--- config.mk ---
export PLATFORM = sky130hd
export DESIGN_NAME = pc_fetch_ctrl
export DESIGN_NICKNAME = d
export VERILOG_FILES = /design/src/rtl/pc_fetch_ctrl_pkg.sv /design/src/rtl/pc_line_align.sv /design/src/rtl/pc_fetch_ctrl.sv
export SDC_FILE = /design/constraint.sdc
export NUM_CORES = 1
export LEC_CHECK = 0
export CAP_MARGIN = 20
export CORE_AREA = 4 4 451 453
export CTS_BUF_LIST = sky130_fd_sc_hd__clkbuf_8
export CTS_CLUSTER_DIAMETER = 100
export DETAILED_ROUTE_END_ITERATION = 12
export DIE_AREA = 0 0 455 457
export PLACE_DENSITY_LB_ADDON = 0.3
export SLEW_MARGIN = 10
export SYNTH_ARGS = -nofsm -noshare
export SYNTH_HDL_FRONTEND = slang
export SYNTH_SLANG_ARGS = --single-unit
--- constraint.sdc ---
create_clock -name clock -period 3.24 [get_ports clock]
set_input_delay 0.972 -clock clock [delete_from_list [all_inputs] [get_ports clock]]
set_output_delay 0.972 -clock clock [all_outputs]
set_load 0.02 [all_outputs]
--- src/rtl/pc_fetch_ctrl_pkg.sv ---
// pc_fetch_ctrl_pkg: shared widths, PC increments and fetch FSM state type
package pc_fetch_ctrl_pkg;
  localparam int PC_W = 48;
  localparam int LINE_W = 512;
  localparam int WORDS = 16;
  localparam int WORD_W = LINE_W / WORDS;
  localparam logic [PC_W-1:0] INC_FULL = 48'd64;
  localparam logic [PC_W-1:0] INC_CUT = 48'd60;
  typedef enum logic [1:0] {IDLE, REQ, WAIT, DELIVER} state_e;
endpackage

--- src/rtl/pc_line_align.sv ---
// pc_line_align: drops word 0 of a fetched line when the fetch PC sits in its upper half
//   line/odd in: raw 16-word line and fetch_pc[2]; inst/cut out: aligned slots and 15-slot flag
module pc_line_align
  import pc_fetch_ctrl_pkg::*;
(
  input  logic [LINE_W-1:0] line,
  input  logic              odd,
  output logic [LINE_W-1:0] inst,
  output logic              cut
);
  always_comb begin
    inst = odd ? {{WORD_W{1'b0}}, line[LINE_W-1:WORD_W]} : line;
    cut = odd;
  end
endmodule

--- src/rtl/pc_fetch_ctrl.sv ---
// pc_fetch_ctrl: sequential instruction-line fetcher with redirect and pending-fetch handling
//   in : clock, reset_n, redirect_valid/target, fetch_inst, pc_index_ready, pc_operation_done, pc_read_data
//   out: pc_index_valid/pc_index (arbiter request), ib_* delivery, cut_first_32_bit, can_fetch_inst, clear_ibuffer
module pc_fetch_ctrl
  import pc_fetch_ctrl_pkg::*;
#(
  parameter logic [PC_W-1:0] RESET_PC = 48'h0000_8000_0000
) (
  input  logic              clock,
  input  logic              reset_n,
  input  logic              redirect_valid,
  input  logic [PC_W-1:0]   redirect_target,
  input  logic              fetch_inst,
  output logic              pc_index_valid,
  output logic [PC_W-1:0]   pc_index,
  input  logic              pc_index_ready,
  input  logic              pc_operation_done,
  input  logic [LINE_W-1:0] pc_read_data,
  output logic              ib_operation_done,
  output logic [LINE_W-1:0] ib_read_inst,
  output logic [PC_W-1:0]   ib_pc,
  output logic              cut_first_32_bit,
  output logic              can_fetch_inst,
  output logic              clear_ibuffer
);
  state_e state_q, state_d;
  logic [PC_W-1:0] fetch_pc_q, fetch_pc_d, ib_pc_q, ib_pc_d;
  logic [LINE_W-1:0] inst_q, inst_d, aligned;
  logic pending_q, pending_d, discard_q, discard_d, clear_q, clear_d, cut_q, cut_d, cut_a;
  logic hs, capture;
  pc_line_align u_align (
    .line(pc_read_data),
    .odd (fetch_pc_q[2]),
    .inst(aligned),
    .cut (cut_a)
  );
  assign hs = state_q == REQ && pc_index_ready;
  always_comb begin
    state_d = state_q;
    fetch_pc_d = fetch_pc_q;
    pending_d = pending_q || (fetch_inst && state_q != IDLE);
    discard_d = discard_q;
    clear_d = redirect_valid;
    capture = 1'b0;
    case (state_q)
      IDLE: if (fetch_inst || pending_q) begin
        state_d = REQ;
        pending_d = 1'b0;
      end
      REQ: state_d = hs ? WAIT : REQ;
      WAIT: if (pc_operation_done) begin
        state_d = discard_q ? REQ : DELIVER;
        capture = !discard_q;
        discard_d = 1'b0;
      end
      default: state_d = IDLE;
    endcase
    if (capture) fetch_pc_d = fetch_pc_q + (cut_a ? INC_CUT : INC_FULL);
    // A redirect overrides everything: in-flight data is either dropped now or marked for discard.
    if (redirect_valid) begin
      fetch_pc_d = redirect_target;
      pending_d = 1'b0;
      capture = 1'b0;
      case (state_q)
        REQ: begin
          state_d = hs ? WAIT : REQ;
          discard_d = hs;
        end
        WAIT: begin
          state_d = pc_operation_done ? REQ : WAIT;
          discard_d = !pc_operation_done;
        end
        default: state_d = REQ;
      endcase
    end
    inst_d = capture ? aligned : inst_q;
    cut_d = capture ? cut_a : cut_q;
    ib_pc_d = capture ? fetch_pc_q : ib_pc_q;
  end
  always_ff @(posedge clock or negedge reset_n) begin
    if (!reset_n) begin
      state_q <= IDLE;
      fetch_pc_q <= RESET_PC;
      pending_q <= 1'b1;
      discard_q <= 1'b0;
      clear_q <= 1'b0;
      inst_q <= '0;
      cut_q <= 1'b0;
      ib_pc_q <= RESET_PC;
    end else begin
      state_q <= state_d;
      fetch_pc_q <= fetch_pc_d;
      pending_q <= pending_d;
      discard_q <= discard_d;
      clear_q <= clear_d;
      inst_q <= inst_d;
      cut_q <= cut_d;
      ib_pc_q <= ib_pc_d;
    end
  end
  assign pc_index_valid = state_q == REQ;
  assign pc_index = pc_index_valid ? {fetch_pc_q[PC_W-1:3], 3'b000} : '0;
  assign ib_operation_done = state_q == DELIVER && !redirect_valid;
  assign ib_read_inst = inst_q;
  assign ib_pc = ib_pc_q;
  assign cut_first_32_bit = cut_q;
  assign can_fetch_inst = state_q == IDLE && !pending_q;
  assign clear_ibuffer = clear_q;
endmodule

# Yosys cells after proc, flatten, opt, wreduce, memory -nomap -nowiden
# Index checks and enable logic that the tools add are counted.
# classes
eq_ne,5
n_reduce_logical,14
addsub,1
n_mux,23
# op_table
cell,n
$mux 512,1
$mux 48,3
$add 48x7->48,1
$mux 2,6
$mux 1,9
$mux 7,1
$ne 3x3->1 const B,2
$pmux 2 s3,1
$eq 2x2->1 const B,2
$logic_and 1x1->1,4
$logic_not 1->1,4
$pmux 2 s2,1
$reduce_bool 2->1,2
$eq 2x1->1 const B,1
$logic_not 2->1,1
$logic_or 1x1->1,2
$pmux 1 s2,1
$reduce_and 2->1,1
# word_totals
out_inout_bits,613
elab_cells,51
in_bits,566
regBits,614

# Logic depth before layout (Yosys ltp)
# Gate-level depths: netlist of run 1.
# logic_depth
depth_word,6
mapped_depth,11
depth_no_buf,7

# By module
# A second synthesis of run 1 with hierarchy kept.
# unflattened
hier_cells,2179
hier_area_um2,30629.4
# modules_own_cells
module,cells_each,area_each_um2,n_inst,seq_area_each_um2
pc_fetch_ctrl,1609,24412.2,1,15368.5
pc_line_align,570,6217.2,1,0.0

# Worst setup path before layout of run 1
# No wires, ideal clock.
# synth_timing
path_type,register to register
start,reg fetch_pc_q[2]
end,reg fetch_pc_q[24]
period_less_slack_ns,2.981
path_stages_with_launch,12
arrival_time_ns,2.848
setup_ns,0.132
path_buffers,4
t_required_ns,3.108
path_slack_ns,0.259
path_cell_list,dfrtp_1 clkbuf_1 clkbuf_1 clkinv_1 clkbuf_1 ha_1 or3_1 o221ai_1 clkbuf_1 nor3_1 xnor2_1 o21ai_1
# synth_between
elab_chain_len,4
# synth_lines
element,line_no,text
"start, declared",pc_fetch_ctrl.sv:27,"logic [PC_W-1:0] fetch_pc_q, fetch_pc_d, ib_pc_q, ib_pc_d;"
"start signal, assigned",pc_fetch_ctrl.sv:92,fetch_pc_q <= fetch_pc_d;
$mux 7,pc_fetch_ctrl.sv:58,if (capture) fetch_pc_d = fetch_pc_q + (cut_a ? INC_CUT : INC_FULL);
$add 48x7->48 (*),pc_fetch_ctrl.sv:58,
$mux 48 (*),pc_fetch_ctrl.sv:58,
$mux 48 (*),pc_fetch_ctrl.sv:60,if (redirect_valid) begin
# Every way passes the cells marked *; elsewhere a longest branch is shown, timed or not. The select of a mux whose other input is x is not followed.
# A chain may end at the register's enable or synchronous reset.

# Final worst setup path of run 1
# layout_timing
start,reg state_q[1]
end,out pc_index[22]
# layout_between
elab_chain_len,2
# layout_lines
element,line_no,text
"start, declared",pc_fetch_ctrl.sv:26,"state_e state_q, state_d;"
"start signal, assigned",pc_fetch_ctrl.sv:91,state_q <= state_d;
$eq 2x1->1,pc_fetch_ctrl.sv:101,assign pc_index_valid = state_q == REQ;
$mux 48,pc_fetch_ctrl.sv:102,"assign pc_index = pc_index_valid ? {fetch_pc_q[PC_W-1:3], 3'b000} : '0;"
"end, declared",pc_fetch_ctrl.sv:15,"output logic [PC_W-1:0] pc_index,"
# No other way between the ends.

==> results.py, run 1 <==
metrics = {
    "run_status": {
        "status": "complete, no violations",
    },
    "global_route": {
        "grt_max_degree": 113,
        "grt_pass1_wl_microns": 220000,
        "overflow": 0,
        "antenna_found_initial": 26,
        "track_usage_pct": 14.8,
        "grt_pass1_vias": 27255,
    },
    "placed_design": {
        "dp_hpwl_microns": 128000,
        "port_buffers": 1175,
        "routabilityCongestion": 0.872,
        "pre_cts_ws_ps": 194,
    },
    "sta": {
        "post-route-min-period_ps": 3140,
        "fin_ws_ps": 99.8,
        "rsz0062_at_grt": "true",
        "fin_crit_sh_pct": 96.9,
        "slew_headroom_pct": 34.7,
        "setup_viol": 0,
        "finalMaxSlewViolations": 0,
        "max_freq_mhz": 318,
        "timing.final.hold_violations": 0,
        "clock_skew_ps": 49.5,
        "worst_slew_pin_slew_ps": 979,
        "setup_tns_ps": 0,
    },
    "pwr": {
        "irDropWorstVdd_v": 0.000393,
        "powerDensity_nw_per_um2": 891,
        "swShare_pct": 41.0,
        "p_seq_share_pct": 32.0,
        "p_clk_share_pct": 19.6,
        "net-switching-power_mw": 17.1,
        "p_comb_share_pct": 48.4,
        "power_mw": 41.6,
        "leakage_nw": 20.3,
        "power.internal_mw": 24.6,
    },
    "routing": {
        "viasPerCell": 3.85,
        "drt_iter0_drc": 1481,
        "wl_microns": 160000,
        "ant_nets": 0,
        "drc": 0,
        "vias": 26271,
        "routedWlPerCell_microns": 23.4,
        "first_pass_iters": 6,
    },
    "clock_network": {
        "htreeDepth": 3,
        "cts_sinks": 613,
        "cts_buffer_depth": 3,
        "clock_latency_ps": 870,
        "clk_pin_slew_worst_paths_ps": 60,
        "cts_tree": "built",
        "cts_inserted_buffers": 119,
        "cts_root_buf": "clkbuf_8",
    },
    "synthesis": {
        "post_synth_inst_count": 2857,
        "netlist_area_sq_um": 28500,
        "yosysSeqAreaShare_pct": 53.8,
        "synth-async-reset-ratio_pct": 100,
        "synth-seq-cells": 613,
        "syn_area_per_cell_sq_um": 9.98,
        "synth_edf_count": 0,
        "synth-main-ff-cell": "dfrtp_1",
        "synth.distinct_cells": 60,
        "yosysWarnings": 0,
    },
    "cells_and_area": {
        "syn_to_final_growth_pct": 63.9,
        "layout_common_cells": "1123 x clkdlybuf4s50_1, 729 x nand2_1, 608 x dfrtp_1",
        "final_common_cell": "clkdlybuf4s50_1",
        "drive_gt1_share_pct": 9.94,
        "final_nets": 4640,
    },
    "setup_path": {
        "crit_type": "flip-flop to primary output",
        "path_depth": 6,
        "cpMaxStageDelayCell": "dfrtp_1",
        "start_kind": "flip-flop",
        "path_common_cell": "buf_12",
        "slowest_delay_ps": 390,
        "r2r_cells": 6,
        "cp_data_required_time_ps": 2270,
        "crit_chain": "inv_2 > ha_4 > buf_12 > buf_16 > and2_4 > buf_12",
        "endpoint_kind": "primary output",
        "critPathArrivalTime_ps": 2170,
        "critPathBufInv": 4,
        "worst_path_dominant_cell_family": "buffers and inverters",
        "worstPathMaxFanout": 6,
    },
    "flow_run": {
        "drv_cap": 0,
    },
    "floorplan": {
        "start_util_pct": 14.3,
        "pin_count": 1179,
        "dieArea_sq_um": 208000,
        "rows": 164,
        "coreArea_sq_um": 199000,
        "die_h_microns": 457,
        "die_w_microns": 455,
    },
    "min_path": {
        "min_path_cells": 2,
        "hold_path.class": "flip-flop to flip-flop",
    },
}
power by group through the flow:
stage / registers [mW] / clock network, mW / logic, mW
6_report: 13.3 / 8.17 / 20.2
4_1_cts: 13.3 / 8.58 / 20.5
2_1_floorplan: 17.2 / 0 / 4.23
3_3_place_gp: 13.3 / 0 / 19.7
3_5_place_dp: 13.4 / 0 / 19.8
5_1_grt: 13.7 / 8.86 / 21.5
final cells by class:
cell class                      instances  area, sq um
Fill cell                           21749       152000
Sequential cell                       613        15300
Timing Repair Buffer                 1293        13200
Multi-Input combinational cell       2026        12400
Tap cell                             2656         3320
Clock buffer                          151         2080
Clock inverter                         62          389
Inverter                               11         41.3
Antenna cell                           11         27.5
stage by stage:
stage               hold slack (ps)  instance area [sq um]  util [%]  instances
floorplan                       435                  28500         -       2859
global placement                450                  44000      22.1       6586
detailed placement              455                  44000      22.1       6586
CTS                             468                  46700      23.5       6812
global route                    492                  46700      23.5       6818
finish                          462                  46800      23.5       6823
routing by layer:
metal / GRT usage, % / wire (microns)
met3: 4.02 / 11700
met4: 3.52 / 3460
met2: 25.2 / 76900
met1: 18.5 / 67700
met5: 0 / 112
synth_stat cells, types with 4 or more instances:
| master | number | area share [%] |
|---|---|---|
| a2111oi_2 | 8 | 0.42 |
| a21oi_1 | 14 | 0.25 |
| a22oi_1 | 4 | 0.11 |
| and2_1 | 46 | 1.0 |
| and3_1 | 8 | 0.18 |
| and4_1 | 4 | 0.12 |
| buf_2 | 37 | 0.65 |
| buf_4 | 4 | 0.11 |
| clkbuf_1 | 164 | 2.2 |
| dfrtp_1 | 610 | 54 |
| ha_1 | 10 | 0.44 |
| inv_1 | 9 | 0.12 |
| mux2_2 | 7 | 0.28 |
| mux2i_1 | 482 | 17 |
| nand2_1 | 730 | 9.6 |
| nand2b_1 | 4 | 0.088 |
| nand3_1 | 51 | 0.89 |
| nand4_1 | 13 | 0.29 |
| nor2_1 | 15 | 0.20 |
| nor2b_1 | 9 | 0.20 |
| nor3_1 | 13 | 0.23 |
| nor4_2 | 5 | 0.22 |
| o2111ai_1 | 6 | 0.18 |
| o21ai_0 | 426 | 7.5 |
| o21ai_1 | 92 | 1.6 |
| or4_1 | 5 | 0.13 |
| xnor2_1 | 22 | 0.68 |
| xor2_1 | 8 | 0.25 |
registers in the layout (all words and copies together), names as in the netlist:
name / count
clear_ibuffer: 1
pending_q: 1
ib_pc: 48
discard_q: 1
state_q: 2
fetch_pc_q: 48
ib_read_inst: 512
tightest hold or removal path: stages (launching register included):
cell     delay, ps
dfrtp_1        340
nand2_1         50
nand2_1         50
logic make-up (layout without fill, tap and decap cells):
logic type | Yosys count | count (layout) | share of synthesized area [%]
fa+ha+maj | 10 | 10 | 0.439
other cells | 1 | 14 | 0.0131
simple gates | 919 | 919 | 13.7
buf+inv | 220 | 1517 | 3.14
flops | 613 | 613 | 53.8
mux | 489 | 489 | 17.2
compound gates | 575 | 575 | 10.8
xor+xnor | 30 | 30 | 0.921
path summary, 6_finish.rpt:
check,slack [ps],startpoint,end
max,100,state_q[1],pc_index[22]
max reg2reg,680,fetch_pc_q[2],fetch_pc_q[46]
min in group asynchronous,710,reset_n,ib_read_inst[277]
max in group asynchronous,1540,reset_n,ib_read_inst[423]
min,460,ib_read_inst[503],ib_read_inst[503]
min reg2reg,460,ib_read_inst[503],ib_read_inst[503]
what timing repair did:
item                       4_1_cts  5_1_grt
hold buffers                     1        0
hold endpoints to repair         5        0
resized for setup              258        0
cloned                           6        0
buffers inserted                 6        0
pin swaps                        1        0
setup endpoints to repair       47       15
No activity file was read; power rests on OpenSTA's default activity.
==> inputs of run 2 (changes only) <==
PLACE_DENSITY_LB_ADDON = default   (was 0.3)
==> results.py, run 2 (same netlist as run 1, synthesis figures left out) <==
metrics = {
    "setup_path": {
        "crit_type": "flip-flop to primary output",
        "endpoint_kind": "primary output",
        "critPathArrivalTime_ps": 2140,
        "start_kind": "flip-flop",
        "worstPathMaxFanout": 14,
        "cp_data_required_time_ps": 2270,
    },
    "clock_network": {
        "clock_latency_ps": 880,
        "cts_sinks": 613,
        "cts_hold_buf": 0,
        "cts_inserted_buffers": 119,
        "cts_tree": "built",
        "cts_buffer_depth": 3,
        "cts_root_buf": "clkbuf_8",
        "clk_pin_slew_worst_paths_ps": 60,
        "htreeDepth": 3,
    },
    "floorplan": {
        "die_w_microns": 455,
        "die_h_microns": 457,
        "coreArea_sq_um": 199000,
        "dieArea_sq_um": 208000,
        "rows": 164,
        "start_util_pct": 14.3,
        "pin_count": 1179,
    },
    "placed_design": {
        "dp_hpwl_microns": 146000,
        "routabilityCongestion": 0.939,
        "pre_cts_ws_ps": -75.6,
        "post_dp_cell_area_sq_um": 44000,
        "port_buffers": 1175,
        "placedCellCount": 6594,
    },
    "routing": {
        "dr_wl_met2_microns": 83700,
        "wl_met1_microns": 71600,
        "wl_microns": 176000,
        "ant_nets": 0,
        "vias": 27191,
        "met3_length_microns": 15000,
        "first_pass_iters": 6,
        "viasPerCell": 3.98,
        "routedWlPerCell_microns": 25.8,
        "drt_iter0_drc": 2128,
        "drc": 0,
        "top_layer": "met5",
    },
    "cells_and_area": {
        "fin_util_pct": 23.4,
        "drive_gt1_share_pct": 9.36,
        "final_common_cell": "clkdlybuf4s50_1",
        "layout_common_cells": "1119 x clkdlybuf4s50_1, 729 x nand2_1, 608 x dfrtp_1",
        "final_nets": 4636,
        "largest_register_ffs": 512,
        "final_cell_count_no_fill": 6827,
        "fin_area_sq_um": 46600,
        "syn_to_final_growth_pct": 63.2,
    },
    "sta": {
        "setup_viol": 0,
        "clock_skew_ps": 68.6,
        "slew_headroom_pct": 40.9,
        "max_freq_mhz": 322,
        "worst_slew_pin_slew_ps": 887,
        "hold_slack_ps": 115,
        "fin_ws_ps": 130,
        "rsz0062_at_grt": "true",
        "post-route-min-period_ps": 3110,
        "fin_crit_sh_pct": 96.0,
        "timing.final.hold_violations": 0,
        "finalMaxSlewViolations": 0,
    },
    "flow_run": {
        "drv_cap": 0,
    },
    "run_status": {
        "status": "complete, no violations",
    },
    "global_route": {
        "grt_max_degree": 96,
        "overflow": 0,
        "grt_pass1_wl_microns": 235000,
        "antenna_found_initial": 78,
        "track_usage_pct": 16.2,
        "grt_pass1_vias": 27467,
    },
    "pwr": {
        "leakage_nw": 20.2,
        "powerDensity_nw_per_um2": 898,
        "irDropWorstVdd_v": 0.000441,
    },
    "min_path": {
        "hold_path.class": "primary input to asynchronous set/reset pin",
    },
}
[run 2: metrics by stage]
step,setup TNS (ps),power (mW)
finish,0,41.8
global route,-13.8,44.0
CTS,-1.19,42.5
detailed placement,-136,33.6
global placement,-93.3,33.4
floorplan,0,21.5
[run 2: final timing paths]
path | start | endpoint | slack (ps) | cells past startpoint
min | reset_n | ib_read_inst[52] | 120 | 1
max | state_q[1] | pc_index[39] | 130 | 5
max in group asynchronous | reset_n | ib_read_inst[264] | 2130 | 2
max reg2reg | state_q[0] | fetch_pc_q[46] | 450 | 7
min reg2reg | ib_pc[31] | ib_pc[31] | 460 | 2
min in group clock | ib_pc[31] | ib_pc[31] | 460 | 2
[run 2: worst max-delay path, stage by stage (launching register included)]
cell and delay, ps:
dfrtp_1 400, inv_2 110, ha_4 150, buf_4 180, and2_1 150, clkdlybuf4s15_2 270
[run 2: what timing repair did]
action	CTS	global route
gates cloned	0	0
endpoints found under the setup margin	50	13
setup buffers	1	0
resized for setup	169	10
[run 2: final cells by class]
| type | count | area, sq um |
|---|---|---|
| fill | 21614 | 153000 |
| sequential | 613 | 15300 |
| timing repair buffer | 1289 | 12900 |
| multi-input combinational | 2026 | 12300 |
| tap | 2656 | 3320 |
| clock buffer | 150 | 2060 |
| clock inverter | 56 | 488 |
| antenna | 26 | 65.1 |
| inverter | 11 | 41.3 |
[run 2: layer usage]
metal / track usage [%] / vias up
met4: 5.68 / 32
li1: - / 12278
met3: 4.44 / 266
met5: 0 / -
met1: 20.1 / 13365
met2: 27.0 / 1250
[run 2: power breakdown]
group	internal [mW]	total [mW]	switching [mW]
clock network	4.66	8.52	3.86
registers	11.1	13.6	2.42
logic	8.61	19.7	11.1
